--- config.mk ---
export PLATFORM = sky130hd
export DESIGN_NAME = control_contador_fases
export DESIGN_NICKNAME = d
export VERILOG_FILES = /design/src/rtl/control_contador_fases.sv
export SDC_FILE = /design/constraint.sdc
export NUM_CORES = 1
export LEC_CHECK = 0
export ABC_AREA = 1
export CORE_UTILIZATION = 41
export DETAILED_ROUTE_END_ITERATION = 8
export PLACE_DENSITY = 0.84
export SYNTH_ARGS = -nofsm -noshare
export SYNTH_HDL_FRONTEND = slang
export SYNTH_SLANG_ARGS = --single-unit
--- constraint.sdc ---
create_clock -name clk -period 2.9 [get_ports clk]
set_input_delay 0.58 -clock clk [delete_from_list [all_inputs] [get_ports clk]]
set_output_delay 0.58 -clock clk [all_outputs]
set_load 0.03 [all_outputs]
--- src/rtl/control_contador_fases.sv ---
// rtl/control_contador_fases.sv - phase sequencer driving an external loadable 6-bit up-counter
// Four phases of programmable tick length; optional looping after phase 3.
module control_contador_fases (
   input  logic       clk,
   input  logic       reset,
   input  logic       start,
   input  logic       stop,
   input  logic       tick,
   input  logic       hold,
   input  logic       loop,
   input  logic [5:0] dur0,
   input  logic [5:0] dur1,
   input  logic [5:0] dur2,
   input  logic [5:0] dur3,
   input  logic [5:0] cnt_in,
   output logic       cnt_load,
   output logic [5:0] cnt_data,
   output logic       cnt_enable,
   output logic [1:0] phase,
   output logic       busy,
   output logic       phase_done,
   output logic       cycle_done
);

   typedef enum logic [1:0] {IDLE, LOAD, RUN} state_t;

   state_t     state, state_next;
   logic [1:0] phase_next;
   logic [5:0] limit, limit_next;
   logic [5:0] dur_sel;
   logic       at_limit;

   assign cnt_data = 6'd0;
   assign at_limit = (cnt_in == limit);

   always_ff @(posedge clk) begin
      if (reset) begin
         state <= IDLE;
         phase <= 2'd0;
         limit <= 6'd0;
      end else begin
         state <= state_next;
         phase <= phase_next;
         limit <= limit_next;
      end
   end

   always_comb begin
      case (phase)
         2'd0:    dur_sel = dur0;
         2'd1:    dur_sel = dur1;
         2'd2:    dur_sel = dur2;
         default: dur_sel = dur3;
      endcase
   end

   always_comb begin
      state_next = state;
      phase_next = phase;
      limit_next = limit;
      cnt_load   = 1'b0;
      cnt_enable = 1'b0;
      busy       = 1'b0;
      phase_done = 1'b0;
      cycle_done = 1'b0;

      case (state)
         IDLE: begin
            if (start) begin
               state_next = LOAD;
               phase_next = 2'd0;
            end
         end
         LOAD: begin
            busy       = 1'b1;
            cnt_load   = 1'b1;
            limit_next = dur_sel;
            state_next = RUN;
         end
         RUN: begin
            busy       = 1'b1;
            cnt_enable = tick & ~hold & ~at_limit;
            // Phase end is judged on the counter value alone, so hold cannot stretch it.
            if (at_limit) begin
               phase_done = 1'b1;
               if (phase == 2'd3) begin
                  cycle_done = 1'b1;
                  phase_next = 2'd0;
                  state_next = loop ? LOAD : IDLE;
               end else begin
                  phase_next = phase + 2'd1;
                  state_next = LOAD;
               end
            end
         end
         default: begin
            state_next = IDLE;
            phase_next = 2'd0;
         end
      endcase

      // Abort wins over every transition and suppresses the done pulses.
      if (stop) begin
         state_next = IDLE;
         phase_next = 2'd0;
         phase_done = 1'b0;
         cycle_done = 1'b0;
      end
   end

endmodule

Word level (Yosys, flattened, before mapping). Cells that the tools add are included.

Output and inout bits: 13. Input port bits: 37. Bits in registers: 10.

$add $sub $neg: 1. Bitwise gates (word level): 5. Equal/unequal tests: 8. Reductions and logical operators: 6. Mux-type cells: 20.

Operator list (number): case mux 6 bit (3 select lines) (1); two-way mux 1 bit (12); case mux 2 bit (3 select lines) (2); two-way mux 2 bit (5); == test 2 bit, second input constant (3); == test 6 bit (1); == test 2 x 1 -> 1 bit, second input constant (2); zero test 2 bit (2); != test 2 bit, second input constant (2); OR reduction 2 bit (2); inverter 1 bit (3); AND reduction 3 bit (1); adder 2 x 1 -> 2 bit, second input constant (1); bitwise AND 1 bit (2); AND reduction 2 bit (1).

Depth between registers and ports, before layout.
Depth in word-level cells: 5. Mapped depth: 10. Depth with buffers taken out: 10.

Worst setup path after synthesis. No wires, ideal clock.

Path kind: input-to-output. Start: input cnt_in[1]. End: output cycle_done. Data arrival time: 1.835 ns. Buffers on the path: 0. Setup slack: 0.485 ns. Stages on the path: 5. Cell sequence: nor2_1 -> nor2_1 -> nor2_1 -> nand3_2 -> nor4_1.

Word-level cells in the longest chain between the ends: 4.

RTL lines: start: declaration (line 15) `input logic [5:0] cnt_in,`; == test 6 bit (line 34) `assign at_limit = (cnt_in == limit);`; two-way mux 1 bit (line 84) `if (at_limit) begin`; two-way mux 1 bit (line 67) `case (state)`; two-way mux 1 bit (line 103) `if (stop) begin`; end: declaration (line 22) `output logic cycle_done`.

No other way between the ends.

Final worst setup path.
Start: input cnt_in[1]. End: output phase_done.

Word-level cells in the longest chain between the ends: 4.

RTL lines: == test 6 bit (line 34); two-way mux 1 bit (line 84); two-way mux 1 bit (line 67); two-way mux 1 bit (line 103); end: declaration (line 21) `output logic phase_done,`.

No other way between the ends.

==> metrics.txt <==
# DRC=0; Min Clock Period, post-route=about 2.5 ns; crit share post-route=0.856; yosys warns=0; worst-skew pair later-pin latency=0.27 ns; worst hold path type=reg -> reg; H-tree Lvls=1; Post-DP HPWL=around 1800 µm; NetSw=approximately 150 µW; final setup violation count=0; TritonCTS buffer count=3; Setup CP Type=in -> out; Net Sw Frac=0.318; sequential fraction of design power=0.341; grt ovf=0; status=complete, no violations; Max Cap Violations=0; combinational share of power=0.381; I/O pins=50; Routed Antenna Nets=0; Post-Place Cells=between 200 and 250; first-pass GRT wire length=4060 µm; Setup TNS=0 ns; # clock sinks=10; via-per-instance ratio=4.97; total track usage=0.217; drt pass-1 iters=4; diodes inserted=0; post-CTS setup buffers=0; top cells by area, synth=dfxtp_1, nand2_1, ha_1; Multi-input gate area=589 µm²; Peak VDD IR=between 0.0002 and 0.0003 V; hold buffer count at CTS=0; clk slew on worst S/H paths=0.07 ns; IO Port Bufs=43; CP required=between 2 and 2.5 ns; crit-path cells=clkdlybuf4s50_1 > nand2_1 > inv_1 > nor2_1 > nor2_1 > nand3_2 > nor3_1 > buf_4; crit-path most repeated cell=nor2_1; pwr dens=around 340 nW/µm²; clock share of power=0.277; Slew Limit Fails=0; Post-Synthesis Cells=140; Worst EP arrival=between 1.5 and 2 ns; CP peak stage delay=0.48 ns; clock skew=between 0.003 and 0.004 ns; Root Buffer=clkbuf_4; Resize count post-CTS=0; Core ar.=~2000 µm²; area leader, netlist=dfxtp_1; Final Net Count=around 230; flops & latches, synth=10; area share of the largest cell type after synthesis=0.223; WL/cell=roughly 11 µm; Layout fillers=~180; Critical Path Sink Type=output port; RePlAce Congestion=~0.77; die width=between 40 and 50 µm; initial DRC count=33; clk buf depth=2; Die Ht=48.8 µm; routed via count=around 1100; crit start category=primary input; largest net degree at the start of global routing=13; full die area=about 2400 µm²; vias in the first global route=1015; Post-Layout Cell Count=approximately 210; fmax=slightly above 400 MHz; post-synthesis cell type count=22; Leakage=about 0.00063 µW; Layout area overhead=51.5%; Seq/Total Area, Yosys=0.223; initial antenna violation count=0; Hold Fails Final Rpt=0; Starting Density=0.449; FF/Latch Area=approximately 200 µm²; RSZ-0062 raised after global routing=false; most frequent cells in the layout=nand2_1, clkdlybuf4s50_1, inv_1, a21oi_1, nor2_1; Hold WS=0.542 ns; CTS tree=yes; layout cells sized above 1=0.0973; top fanout value on the critical path=3; internal power=approximately 310 µW; syn_area_per_cell=around 6.4 µm²; Post-Route WL=about 2400 µm; row cnt=16; CP max-delay cell=clkdlybuf4s50_1; Synth Cell Area=898 µm²
-- stage by stage --
step,cell area (µm²),total power (µW),setup slack [ns],util
CTS,1360,466,0.447,0.680
global route,1360,492,0.333,0.680
finish,1360,461,0.418,0.680
floorplan,917,265,0.485,-
global placement,1330,330,0.467,0.662
detailed placement,1330,334,0.456,0.662
-- routing by layer --
metal	wire length (µm)	vias up	GRT usage
li1	-	526	-
met1	1010	460	0.261
met2	1130	58	0.375
met3	191	10	0.0685
met4	41	0	0.0490
met5	0	-	0
-- worst paths after layout --
path                     end  cells past startpoint  slack, ns      start
setup / recovery  phase_done                      8       0.42  cnt_in[1]
hold / removal      limit[3]                      2       0.54   limit[3]
setup reg to reg    phase[0]                      7       1.38   state[1]
hold reg to reg     limit[3]                      2       0.54   limit[3]
-- final cells by class --
cell class | instances | area share
timing repair buffer | 43 | 0.311
inverter | 21 | 0.0579
sequential | 10 | 0.147
multi-input combinational | 107 | 0.433
clock buffer | 4 | 0.0267
tap | 27 | 0.0248
-- power groups by stage --
stage	Combinational (µW)	Clock [µW]	Sequential (µW)
after floorplan	103	0	161
after global placement	170	0	160
after detailed placement	174	0	160
after CTS	175	133	157
after global routing	195	139	159
final	176	128	157
-- synthesized netlist by cell type, drive strengths merged --
library cell	count
nor2	13
nand3	4
ha	10
clkbuf	1
nand4	2
a31o	6
o21ai	7
nor3	1
nor3b	1
inv	20
nor4	1
dfxtp	10
o21bai	1
buf	6
nand2	41
a21oi	14
conb	1
clkinv	1
-- state kept, by name, indices dropped and copies added, names as in the netlist --
signal / count
limit: 6
phase: 2
state: 2
-- critical path, delay by kind of cell --
family | cells | cell delay [ns]
AND/OR/NAND/NOR | 5 | 0.57
buffers and inverters | 3 | 0.74
-- cell families (layout without fill, tap and decap cells) --
family          Yosys count  count (layout)  synth area share
compound gates           28              28             0.184
fa+ha+maj                10              10             0.139
buf+inv                  28              68             0.142
flops                    10              10             0.223
other cells               1               6           0.00417
simple gates             63              63             0.308
Note: power is estimated with default switching activity, not from simulation.
